--- src/rtl/core_pkg.sv ---
// core_pkg: types shared by the fetch unit.
// Holds the redirect FSM states and the fetch FIFO entry layout.
package core_pkg;

  typedef enum logic {
    RUN,
    DRAIN
  } fetch_state_e;

  typedef struct packed {
    logic [31:0] pc;
    logic [31:0] instr;
  } fetch_entry_t;

endpackage

--- src/rtl/core_fetch_fifo.sv ---
// core_fetch_fifo: synchronous FIFO of fetched instructions.
// Flush empties it in one cycle; push and pop may share a cycle when full.
module core_fetch_fifo
  import core_pkg::*;
#(
  parameter  int DEPTH = 2,
  localparam int AW    = (DEPTH > 1) ? $clog2(DEPTH) : 1,
  localparam int CW    = $clog2(DEPTH + 1)
) (
  input  logic          clk,
  input  logic          rst_n,
  input  logic          flush,
  input  logic          push,
  input  fetch_entry_t  push_data,
  input  logic          pop,
  output fetch_entry_t  head,
  output logic          not_empty,
  output logic [CW-1:0] count
);

  fetch_entry_t  mem_q [DEPTH];
  logic [AW-1:0] rd_q;
  logic [AW-1:0] wr_q;
  logic [CW-1:0] cnt_q;
  logic          do_push;
  logic          do_pop;

  function automatic logic [AW-1:0] nxt(
    input logic [AW-1:0] p
  );
    return (p == AW'(DEPTH - 1)) ? '0 : p + 1'b1;
  endfunction

  assign do_pop    = pop & (cnt_q != '0);
  assign do_push   = push & ((cnt_q != CW'(DEPTH)) | do_pop);
  assign head      = mem_q[rd_q];
  assign not_empty = (cnt_q != '0);
  assign count     = cnt_q;

  always_ff @(posedge clk or negedge rst_n) begin
    if (!rst_n) begin
      rd_q  <= '0;
      wr_q  <= '0;
      cnt_q <= '0;
      for (int i = 0; i < DEPTH; i++) begin
        mem_q[i] <= '0;
      end
    end else if (flush) begin
      rd_q  <= '0;
      wr_q  <= '0;
      cnt_q <= '0;
    end else begin
      if (do_push) begin
        mem_q[wr_q] <= push_data;
        wr_q        <= nxt(wr_q);
      end
      if (do_pop) begin
        rd_q <= nxt(rd_q);
      end
      cnt_q <= cnt_q + CW'(do_push) - CW'(do_pop);
    end
  end

endmodule

--- src/rtl/core_fetch_redirect.sv ---
// core_fetch_redirect: fetch PC, imem request flow and flush handling.
// Define LETC_FETCH_PERF_EN to add saturating flush/drop counters.
module core_fetch_redirect
  import core_pkg::*;
#(
  parameter logic [31:0] RESET_PC        = 32'h0000_0000,
  parameter int          MAX_OUTSTANDING = 2
) (
  input  logic        clk,
  input  logic        rst_n,
  input  logic        invalidate_fetch,
  input  logic [31:0] redirect_pc,
  output logic        imem_req_valid,
  input  logic        imem_req_ready,
  output logic [31:0] imem_req_addr,
  input  logic        imem_rsp_valid,
  input  logic [31:0] imem_rsp_data,
  output logic        out_valid,
  input  logic        out_ready,
  output logic [31:0] out_pc,
  output logic [31:0] out_instr
`ifdef LETC_FETCH_PERF_EN
  ,
  output logic [31:0] perf_flush_count,
  output logic [31:0] perf_drop_count
`endif
);

  localparam int         CW    = $clog2(MAX_OUTSTANDING + 1);
  localparam logic [3:0] MAX_Q = 4'(MAX_OUTSTANDING);

  fetch_state_e  state_q;
  fetch_state_e  state_d;
  logic [31:0]   pc_q;
  logic [31:0]   rsp_pc_q;
  logic [2:0]    outst_q;
  logic [2:0]    outst_d;
  logic [2:0]    stale_q;
  logic [2:0]    stale_d;
  logic          live_q;
  logic [CW-1:0] fifo_cnt;
  logic          req_fire;
  logic          rsp_drop;
  logic          rsp_keep;
  logic          pop;
  fetch_entry_t  head;
  fetch_entry_t  push_data;

  // Budget covers both in-flight requests and buffered results.
  assign imem_req_valid = live_q & ~invalidate_fetch
                        & ((4'(outst_q) + 4'(fifo_cnt)) < MAX_Q);
  assign imem_req_addr  = pc_q;
  assign req_fire       = imem_req_valid & imem_req_ready;

  assign rsp_drop  = imem_rsp_valid
                   & (invalidate_fetch | (state_q == DRAIN));
  assign rsp_keep  = imem_rsp_valid & ~rsp_drop;
  assign pop       = out_valid & out_ready;
  assign push_data = '{pc: rsp_pc_q, instr: imem_rsp_data};
  assign out_pc    = head.pc;
  assign out_instr = head.instr;

  always_comb begin
    outst_d = outst_q + 3'(req_fire) - 3'(imem_rsp_valid);
    stale_d = stale_q;
    if (invalidate_fetch) begin
      stale_d = outst_q - 3'(imem_rsp_valid);
    end else if (rsp_drop) begin
      stale_d = stale_q - 3'd1;
    end
  end

  always_comb begin
    state_d = state_q;
    unique case (state_q)
      RUN: begin
        if (invalidate_fetch && stale_d != '0) begin
          state_d = DRAIN;
        end
      end
      DRAIN: begin
        if (stale_d == '0) begin
          state_d = RUN;
        end
      end
      default: state_d = RUN;
    endcase
  end

  // rsp_pc_q tracks the PC owed to the next live response.
  always_ff @(posedge clk or negedge rst_n) begin
    if (!rst_n) begin
      state_q  <= RUN;
      pc_q     <= RESET_PC;
      rsp_pc_q <= RESET_PC;
      outst_q  <= '0;
      stale_q  <= '0;
      live_q   <= 1'b0;
    end else begin
      state_q <= state_d;
      outst_q <= outst_d;
      stale_q <= stale_d;
      live_q  <= 1'b1;
      if (invalidate_fetch) begin
        pc_q     <= redirect_pc;
        rsp_pc_q <= redirect_pc;
      end else begin
        if (req_fire) begin
          pc_q <= pc_q + 32'd4;
        end
        if (rsp_keep) begin
          rsp_pc_q <= rsp_pc_q + 32'd4;
        end
      end
    end
  end

  core_fetch_fifo #(
    .DEPTH(MAX_OUTSTANDING)
  ) u_fifo (
    .clk      (clk),
    .rst_n    (rst_n),
    .flush    (invalidate_fetch),
    .push     (rsp_keep),
    .push_data(push_data),
    .pop      (pop),
    .head     (head),
    .not_empty(out_valid),
    .count    (fifo_cnt)
  );

`ifdef LETC_FETCH_PERF_EN
  always_ff @(posedge clk or negedge rst_n) begin
    if (!rst_n) begin
      perf_flush_count <= '0;
      perf_drop_count  <= '0;
    end else begin
      if (invalidate_fetch && perf_flush_count != '1) begin
        perf_flush_count <= perf_flush_count + 32'd1;
      end
      if (rsp_drop && perf_drop_count != '1) begin
        perf_drop_count <= perf_drop_count + 32'd1;
      end
    end
  end
`endif

endmodule

--- config.mk ---
export PLATFORM = sky130hd
export DESIGN_NAME = core_fetch_redirect
export DESIGN_NICKNAME = d
export VERILOG_FILES = /design/src/rtl/core_pkg.sv /design/src/rtl/core_fetch_fifo.sv /design/src/rtl/core_fetch_redirect.sv
export SDC_FILE = /design/constraint.sdc
export NUM_CORES = 1
export LEC_CHECK = 0
export BUFFER_PORTS_ARGS = -buffer_cell sky130_fd_sc_hd__buf_2
export CORE_MARGIN = 5
export CORE_UTILIZATION = 57
export DETAILED_ROUTE_END_ITERATION = 12
export PLACE_DENSITY = 0.92
export SETUP_SLACK_MARGIN = 0.3
export SYNTH_ARGS = -nofsm -noshare
export SYNTH_HDL_FRONTEND = slang
export SYNTH_SLANG_ARGS = --single-unit
--- constraint.sdc ---
create_clock -name clk -period 4.5 [get_ports clk]
set_clock_uncertainty 0.15 [all_clocks]
set_input_delay 0.225 -clock clk [delete_from_list [all_inputs] [get_ports clk]]
set_output_delay 0.225 -clock clk [all_outputs]
set_load 0.03 [all_outputs]
==> results of run 1 <==
[critical path, stage by stage (launching register included)]
cell,delay (ns)
dfrtp_1,0.38
inv_1,0.08
nor2_1,0.13
fa_1,0.42
nor2_1,0.23
nand4_2,0.25
nor2_2,0.30
inv_1,0.27
ha_1,0.34
inv_1,0.06
ha_1,0.13
inv_1,0.04
fa_1,0.37
xnor2_1,0.14
xnor2_1,0.12
[worst max-delay path by stage]
stage | cells after the start | startpoint | slack [ns] | end
3_3_place_gp | 14 | u_fifo.count[0] | 1.11 | outst_q[2]
5_1_grt | 14 | u_fifo.count[0] | 0.70 | outst_q[2]
2_1_floorplan | 15 | u_fifo.count[0] | 1.28 | outst_q[2]
6_report | 14 | u_fifo.count[0] | 0.95 | outst_q[2]
4_1_cts | 14 | u_fifo.count[0] | 0.99 | outst_q[2]
3_5_place_dp | 14 | u_fifo.count[0] | 1.0 | outst_q[2]
[state kept, by name, summed over array words and instances (netlist names)]
| name | count |
|---|---|
| u_fifo.count | 2 |
| state_q | 1 |
| outst_q | 3 |
| u_fifo.rd_q | 1 |
| stale_q | 3 |
| live_q | 1 |
| imem_req_addr | 32 |
| u_fifo.mem_q | 128 |
| rsp_pc_q | 32 |
| u_fifo.wr_q | 1 |
[layout make-up]
class | instances | share of cell area
tap | 225 | 0.0227
inverter | 26 | 0.00786
sequential | 204 | 0.411
multi-input combinational | 536 | 0.370
clock buffer | 32 | 0.0555
timing repair buffer | 238 | 0.125
clock inverter | 7 | 0.00726
[cell families after synthesis]
group,after synthesis,share of synthesized area
muxes,208,0.246
AOI/OAI and AO/OA,84,0.0568
adders and majority gates,12,0.0164
xor gates and xnor gates,40,0.0349
DFF,204,0.508
other,1,0.000373
buffers and inverters,66,0.0346
and+or+nand+nor,191,0.102
[stage by stage]
stage           util  area (um^2)
2_1_floorplan      -        10000
3_3_place_gp   0.635        11000
3_5_place_dp   0.635        11000
4_1_cts        0.718        12400
5_1_grt        0.718        12400
6_report       0.718        12400
[placed cells by master (no fill, tap or decap), drive strengths merged, types with 3 or more instances in the layout]
| cell | n |
|---|---|
| dfrtp | 204 |
| mux2 | 203 |
| buf | 172 |
| dlygate4sd3 | 65 |
| nand2 | 56 |
| clkbuf | 33 |
| o21ai | 32 |
| nand3 | 31 |
| inv | 26 |
| nand4 | 25 |
| xor2 | 20 |
| xnor2 | 20 |
| nor2 | 19 |
| o211ai | 13 |
| nor3 | 12 |
| nor4 | 11 |
| and3 | 10 |
| ha | 10 |
| o311ai | 9 |
| and4 | 8 |
| a21oi | 7 |
| mux2i | 5 |
| a21o | 4 |
| and2 | 3 |
| nand2b | 3 |
| or3 | 3 |
| clkinv | 3 |
[routing by layer]
layer,part of all wire,routed length (um),vias to the layer above
met1,0.41,10400,3745
met2,0.49,12500,397
li1,-,-,3365
met3,0.083,2130,47
met5,0,0,-
met4,0.022,556,0
[power breakdown]
| group | internal (mW) | switching [mW] |
|---|---|---|
| combinational | 1.16 | 1.69 |
| sequential | 2.37 | 0.402 |
| clock | 1.17 | 0.712 |
| total | 4.70 | 2.80 |
==> impl_results.md, run 1 <==
- Port Buffer Count: between 150 and 200
- Hold/Removal Path Class: in -> reg
- Slew Viols, Final: 0
- Syn. warnings: 0
- Setup slack at placement: 0.997 ns
- End of the worst register-to-register path: outst_q[2]
- Origin of the worst min-delay path: imem_rsp_valid
- Final Power: 7.51 mW
- Syn_area_per_cell: between 10 and 15 um^2
- WHS: 0.0585 ns
- Total track usage: 0.252
- Die ar.: 0.0204 mm^2
- Die Width: 143 um
- Post-Route WL: around 26000 um
- CP Data Arrival Time: about 3.8 ns
- # hold bufs at CTS: 65
- Max Cap Violations: 0
- H-tree levels: 1
- Met2 GRT Util: 0.422
- CTS max path bufs: 3
- Synth cell types: 62
- Cts bufs inserted: 22
- Min Tclk post-route: 3.55 ns
- TritonCTS clock tree: yes
- Vias in the first global route: 7820
- CTS resizes: 0
- Nets: 1110
- Worst r2r src: u_fifo.count[0]
- Routed Antenna Nets: 0
- Mapped cell area: 0.0100 mm^2
- Status: finished clean
- Worst-Skew Late Latency: 0.50 ns
- Post-synthesis async set-or-reset flop share: 1.00
- Synth Instances: 806
- # rows: 48
- Final Worst Setup Slack: 0.952 ns
- Most used routing layer: met2
- Layout cells sized above 1: 0.346
- Area taken by multi-input logic gates: 0.00460 mm^2
- # placed instances: 1164
- Setup Fix Bufs, Post-CTS: 0
- Largest net degree at the start of global routing: 86
- RSZ-0062 raised after global routing: false
- Clock Sinks: ~200
- Peak supply drop: 448 uV
- Dpl hpwl: approximately 16000 um
- Clock-pin slew on the worst setup and hold paths: 0.06 ns
- Hold Path End: stale_q[0]
- Initial DRT Pass Iterations: 5
- Area grow syn2layout: 23.6%
- Ranking of synthesized cells by area: dfrtp_1 (51%), mux2_2 (11%), mux2_1 (7.4%)
- Hold Path Depth: 3
- FILL cells: 1121
- First-pass GRT wire length: 41300 um
- Setup Total Neg Slack: 0 ns
- WL/cell: 20.2 um
- PD cells: 605 mW/mm^2
- Worst-path fanout max: 14
- Leakage: 5.87 nW
- Register bit total from synthesis: 204
- FF-to-FF path depth: 14
- Initial Util: 0.581
- Initial DRC Count: 493
- Post-synth EDFFs: 0
- Diodes inserted: 0
- Reg area: 0.00511 mm^2
- Die H: 143 um
- Synth Flop Type: dfrtp_1
- DRC: 0
- Vias per cell: 5.96
- Global-route met1 utilization: 0.340
- Root Buffer: clkbuf_16
- Rel. slew slack: 0.228
- Crit path capture type: register
- Period utilization: 0.788
- Routed vias: 7554
- Area share of the largest cell type after synthesis: 0.508
- Sequential share of the synthesized area: 0.508
- Non-filler cells, final: about 1.3k
- Top Ports: 168
- RD Place Congestion: 0.917
- Setup slack, reg-to-reg: between 0.9 and 1 ns
- Req. time, crit path: 4.71 ns
- Count leader, synth: dfrtp_1
- Met3 Track Usage GR: 0.0492
- Congestion Overflow GR: 0
- Area leader, netlist: dfrtp_1
- Initial antenna violation count: 0
- Core area: approximately 0.017 mm^2
- Worst setup SP type: register
- Syn nets: 888
- Actual slew at the worst max-slew pin: between 1 and 1.5 ns
- Fmax: about 280 MHz
- Top cells by count, synth: dfrtp_1 (204), mux2_2 (101), mux2_1 (66)
- Final hold vios: 0
- Setup Crit Path Kind: reg -> reg
- Final setup viols: 0
(Power assumes the default switching activity.)
==> run 2, diff against run 1 <==
==> constraint.sdc (replaced) <==
create_clock -name clk -period 3.6 [get_ports clk]
set_clock_uncertainty 0.15 [all_clocks]
set_input_delay 0.18 -clock clk [delete_from_list [all_inputs] [get_ports clk]]
set_output_delay 0.18 -clock clk [all_outputs]
set_load 0.03 [all_outputs]
==> run 2 against run 1 <==
Effect of this change: via count increased by 2.5%; count of clock-buffer cells in the layout unchanged; highest routed layer unchanged; core utilization increased by 0.80 points; routed wire length increased by 2.9%; power increased by 27%; global-route usage increased by 0.96 points; sequential share of layout area decreased by 0.45 points; critical path depth unchanged; hold slack got worse by 0.020 ns; sequential cell count unchanged; clock power increased by 32%; largest cell class unchanged; worst setup slack got worse by 0.46 ns.
==> impl_results.md, run 2 (synthesis results as in run 1) <==
- Status: finished clean
- FF-to-FF path depth: 14
- First-pass GRT wire length: 43000 um
- Setup Crit Path Kind: reg -> reg
- Initial Util: 0.581
- Final Power: 9.57 mW
- Clock Sinks: roughly 200
- Layout cells sized above 1: 0.347
- Core area: 0.0173 mm^2
- Setup slack at placement: 0.211 ns
- Fmax: roughly 320 MHz
- Origin of the worst min-delay path: out_ready
- Rel. slew slack: 0.363
- Hold Path End: u_fifo.rd_q
- Clock-pin slew on the worst setup and hold paths: 0.06 ns
- Root Buffer: clkbuf_16
- Vias in the first global route: 8040
- Max Cap Violations: 0
- Final setup viols: 0
- Worst-path fanout max: 4
- Pint: between 6 and 7 mW
- Sw frac: 0.372
- Cts bufs inserted: 22
- CP top delay family: adder cells
- Setup Total Neg Slack: 0 ns
- H-tree levels: 1
- Die ar.: approximately 0.020 mm^2
- Diodes inserted: 0
- Vias per cell: 6.06
- Reg area: ~0.005 mm^2
- Dpl hpwl: about 16000 um
- Req. time, crit path: 3.86 ns
- CP max stage cell: fa_1
- WL/cell: a little over 20 um
- Non-Filler Cell Area, Final: 0.0126 mm^2
- Worst setup SP type: register
- Period utilization: 0.864
- DRC: 0
- Worst path most repeated cell: inv_1
- Dpl cell area: 0.0110 mm^2
- Initial antenna violation count: 0
- Initial DRC Count: between 500 and 600
- Combinational power share: 0.381
- Leakage: just under 6 nW
- Worst-Skew Late Latency: 0.50 ns
- Crit path capture type: register
- Actual slew at the worst max-slew pin: 0.956 ns
- Die H: 143 um
- Flop pwr share: 0.358
- P_sw: 3.56 mW
- CP Data Arrival Time: 3.37 ns
- Most frequent cells in the layout: dfrtp_1 (203), buf_2 (166), mux2_2 (101)
- PD cells: roughly 760 mW/mm^2
- Peak supply drop: 506 uV
- Most common cell after layout, fill and taps aside: dfrtp_1
- Largest net degree at the start of global routing: 120
- Setup slack, reg-to-reg: 0.49 ns
- Total track usage: 0.261
- CTS max path bufs: 3
- RD Place Congestion: roughly 0.91
- Area taken by multi-input logic gates: around 0.0046 mm^2
- RSZ-0062 raised after global routing: false
- # rows: 48
- Biggest register: u_fifo.mem_q
- Hold/Removal Path Class: in -> reg
- Slew Viols, Final: 0
- Part of the power in the clock network: 0.261
- FILL cells: roughly 1.1k
- Area grow syn2layout: 25.0%
- CP max stage delay: 0.46 ns
- Top Ports: between 150 and 200
- Core Util, Final: 0.726
- Worst r2r src: u_fifo.count[0]
- Routed Antenna Nets: 0
- Final Worst Setup Slack: between 0.4 and 0.5 ns
- CP bufs+invs: 4
- Hold Path Depth: 4
- End of the worst register-to-register path: outst_q[2]
- Congestion Overflow GR: 0
- Nets: 1118
- Min Tclk post-route: 3.11 ns
- Max reg flops: 128
- Post-Route WL: 26400 um
- Die Width: roughly 140 um
- Port Buffer Count: 167
- Final hold vios: 0
- Routed vias: 7741
- Crit-path cells: inv_1 -> nor2_1 -> fa_1 -> nor2_4 -> nand4_2 -> nor2_4 -> inv_1 -> ha_1 -> inv_1 -> ha_1 -> inv_1 -> fa_1 -> xnor2_1 -> xnor2_1
- TritonCTS clock tree: yes
- Initial DRT Pass Iterations: 5
[run 2: routing by layer]
metal	part of all wire	GRT usage	vias to the layer above
met2	0.47	0.431	439
met4	0.025	0.0700	0
met3	0.093	0.0599	69
met1	0.41	0.352	3853
li1	-	-	3380
met5	0	0	-
[run 2: worst min-delay path, stage by stage]
cell	delay, ns
buf_2	0.10
and2_1	0.18
xnor2_1	0.09
nor2_1	0.09
[run 2: cell type report]
cell class,count,area share
Sequential cell,204,0.407
Multi-Input combinational cell,536,0.367
Timing Repair Buffer,246,0.131
Clock buffer,32,0.0533
Tap cell,225,0.0224
Clock inverter,8,0.0112
Inverter,26,0.00777
[run 2: metrics by stage]
stage | hold slack, ns | cells
4_1_cts | 0.0119 | 1276
2_1_floorplan | -0.266 | 806
6_report | 0.0389 | 1277
5_1_grt | 0.0739 | 1277
3_3_place_gp | 0.225 | 1166
3_5_place_dp | 0.234 | 1166
[run 2: power by group through the flow]
stage | Sequential [mW] | Combinational [mW] | Clock (mW)
final | 3.42 | 3.65 | 2.50
after global routing | 3.50 | 3.90 | 2.64
after CTS | 3.40 | 3.62 | 2.52
after detailed placement | 3.43 | 3.52 | 0
after global placement | 3.38 | 3.43 | 0
after floorplan | 3.36 | 2.56 | 0
[run 2: worst max-delay path by stage]
stage / start / endpoint / slack, ns / cells past startpoint
after global routing: u_fifo.count[0] / outst_q[2] / 0.34 / 14
after CTS: u_fifo.count[0] / outst_q[2] / 0.40 / 14
final: u_fifo.count[0] / outst_q[2] / 0.49 / 14
after global placement: u_fifo.count[0] / outst_q[2] / 0.43 / 14
after floorplan: u_fifo.count[0] / outst_q[2] / 0.38 / 15
after detailed placement: u_fifo.count[0] / outst_q[2] / 0.21 / 14
[run 2: timing repair]
action                                  in CTS  in global routing
setup buffers                                1                  1
resized for setup                            1                  2
pin swaps                                    1                  1
hold buffers                                69                  0
hold endpoints to repair                   247                  0
endpoints found under the setup margin       1                  1
==> run 3, diff against run 2 <==
--- a/config.mk
+++ b/config.mk
@@ -6,8 +6,10 @@
 export NUM_CORES = 1
 export LEC_CHECK = 0
 export BUFFER_PORTS_ARGS = -buffer_cell sky130_fd_sc_hd__buf_2
+export CELL_PAD_IN_SITES_DETAIL_PLACEMENT = 1
+export CELL_PAD_IN_SITES_GLOBAL_PLACEMENT = 1
 export CORE_MARGIN = 5
-export CORE_UTILIZATION = 57
+export CORE_UTILIZATION = 46
 export DETAILED_ROUTE_END_ITERATION = 12
 export PLACE_DENSITY = 0.92
 export SETUP_SLACK_MARGIN = 0.3
==> run 3 against run 2 <==
Effect of this change: register-to-register slack improved by 0.04 ns; die area increased by 22%; worst setup slack improved by 0.043 ns; sequential share of layout area decreased by 0.13 points; clock power about the same; critical endpoint unchanged; largest cell class unchanged.
==> impl_results.md, run 3 (synthesis results as in run 1) <==
- Post-Route WL: around 32000 um
- FILL cells: 2189
- Origin of the worst min-delay path: out_ready
- Initial DRC Count: approximately 410
- Initial DRT Pass Iterations: 4
- # rows: 54
- CP Data Arrival Time: 3.31 ns
- Crit. path cell count: 14
- Initial Util: 0.463
- Final Worst Setup Slack: 0.534 ns
- Vias per cell: 5.77
- Most used routing layer: met2
- Leakage: 5.92 nW
- Global-route met1 utilization: 0.309
- Non-filler cells, final: 1328
- CP bufs+invs: 4
- Cts bufs inserted: 23
- TritonCTS clock tree: yes
- Max reg flops: 128
- CP top delay family: adder cells
- Period utilization: 0.852
- Biggest register: u_fifo.mem_q
- Req. time, crit path: 3.84 ns
- Met2 GRT Util: 0.458
- Peak supply drop: 302 uV
- Max Cap Violations: 0
- Worst r2r src: u_fifo.count[0]
- Top Ports: ~170
- Core area: between 0.02 and 0.025 mm^2
- Vias in the first global route: about 8.6k
- Congestion Overflow GR: 0
- Worst-path fanout max: 4
- WL/cell: between 20 and 25 um
- Final hold vios: 0
- Layout cells sized above 1: 0.350
- Dpl hpwl: 19400 um
- Nets: roughly 1.1k
- Routed Antenna Nets: 0
- CTS max path bufs: 3
- Die Width: 158 um
- Area taken by multi-input logic gates: 0.00463 mm^2
- Worst path most repeated cell: inv_1
- Non-Filler Cell Area, Final: 0.0126 mm^2
- Setup Crit Path Kind: reg -> reg
- WHS: 0.0303 ns
- RSZ-0062 raised after global routing: false
- Rel. slew slack: 0.380
- PD cells: ~770 mW/mm^2
- Fmax: 326 MHz
- Total track usage: 0.253
- Initial antenna violation count: 0
- Min Tclk post-route: 3.07 ns
- Hold/Removal Path Class: in -> reg
- Crit path capture type: register
- Final setup viols: 0
- Die ar.: between 0.02 and 0.025 mm^2
- Diodes inserted: 0
- Crit path launch: u_fifo.count[0]
- Clock Sinks: 204
- Slew Viols, Final: 0
- FF-to-FF path depth: 14
- Hold Path Depth: 4
- Routed vias: between 7k and 8k
- Reg area: between 0.005 and 0.006 mm^2
- CP max stage delay: 0.47 ns
- Setup slack, reg-to-reg: 0.53 ns
- Critical Path Sink: outst_q[2]
- Dpl cell area: 0.0111 mm^2
- Setup Total Neg Slack: 0 ns
- Area grow syn2layout: 25.4%
- Largest net degree at the start of global routing: 109
- Clock-pin slew on the worst setup and hold paths: 0.06 ns
- RD Place Congestion: between 0.8 and 0.9
- Met3 Track Usage GR: 0.0484
- Core Util, Final: 0.581
- DRC: 0
- Crit-path cells: inv_1 -> nor2_1 -> fa_1 -> nor2_4 -> nand4_4 -> nor2_4 -> inv_1 -> ha_1 -> inv_1 -> ha_1 -> inv_1 -> fa_1 -> xnor2_2 -> xnor2_1
- Worst setup SP type: register
- Most frequent cells in the layout: dfrtp_1 (203), buf_2 (166), mux2_2 (101)
- H-tree levels: 1
- Most common cell after layout, fill and taps aside: dfrtp_1
- CP max stage cell: fa_1
- First-pass GRT wire length: 49600 um
- Port Buffer Count: 167
- # placed instances: 1221
- Root Buffer: clkbuf_16
- Worst-Skew Late Latency: 0.51 ns
- End of the worst register-to-register path: outst_q[2]
- Actual slew at the worst max-slew pin: 0.931 ns
- Status: finished clean
- Die H: 158 um
- Final Power: 9.71 mW
- Setup slack at placement: 0.241 ns
[run 3: cell types whose count changed in the layout (fill, tap and decap cells not counted)]
cell           previous run  this run
clkinvlp_4                0         2
clkbuf_1                  3         1
clkbuf_8                  7         8
dlygate4sd3_1            69        66
clkinv_2                  4         3
xnor2_1                  20        19
nand4_4                   0         1
bufinv_16                 4         3
nand4_2                   1         0
xnor2_2                   0         1
[run 3: what timing repair did]
action	CTS	global route
gates cloned	0	0
pin swaps	1	1
setup endpoints to repair	1	1
hold buffers	66	0
resized for setup	1	4
buffers inserted	1	1
endpoints found under the hold margin	235	0
[run 3: how the worst min path moves through the flow]
stage | end | slack (ns)
after detailed placement | u_fifo.mem_q[13] | 0.22
after global routing | u_fifo.rd_q | 0.03
after global placement | u_fifo.mem_q[10] | 0.21
after floorplan | imem_req_addr[0] | -0.27
after CTS | u_fifo.rd_q | 0.01
final | u_fifo.rd_q | 0.03
[run 3: final cells by class]
class,instances,area share
inverter,26,0.00775
clock buffer,31,0.0536
clock inverter,8,0.00954
multi-input combinational,536,0.367
sequential,204,0.405
tap,280,0.0278
timing repair buffer,243,0.128
[run 3: worst register-to-register path: cells and delay by family (launching register included)]
family                     cells  cell delay [ns]
xor gates and xnor gates       2             0.28
adders and majority gates      4             1.26
buffers and inverters          4             0.25
DFF                            1             0.39
and+or+nand+nor                4             0.61
[run 3: power by group]
| group | switching (mW) | total [mW] | leakage (nW) | internal (mW) |
|---|---|---|---|---|
| Combinational | 2.23 | 3.72 | 2.97 | 1.49 |
| Sequential | 0.565 | 3.52 | 2.56 | 2.96 |
| Clock | 0.947 | 2.47 | 0.389 | 1.52 |
[run 3: routing by layer]
metal | up-vias | share of wire
li1 | 3381 | -
met1 | 3890 | 0.40
met2 | 316 | 0.51
met3 | 71 | 0.065
met4 | 0 | 0.028
met5 | - | 0
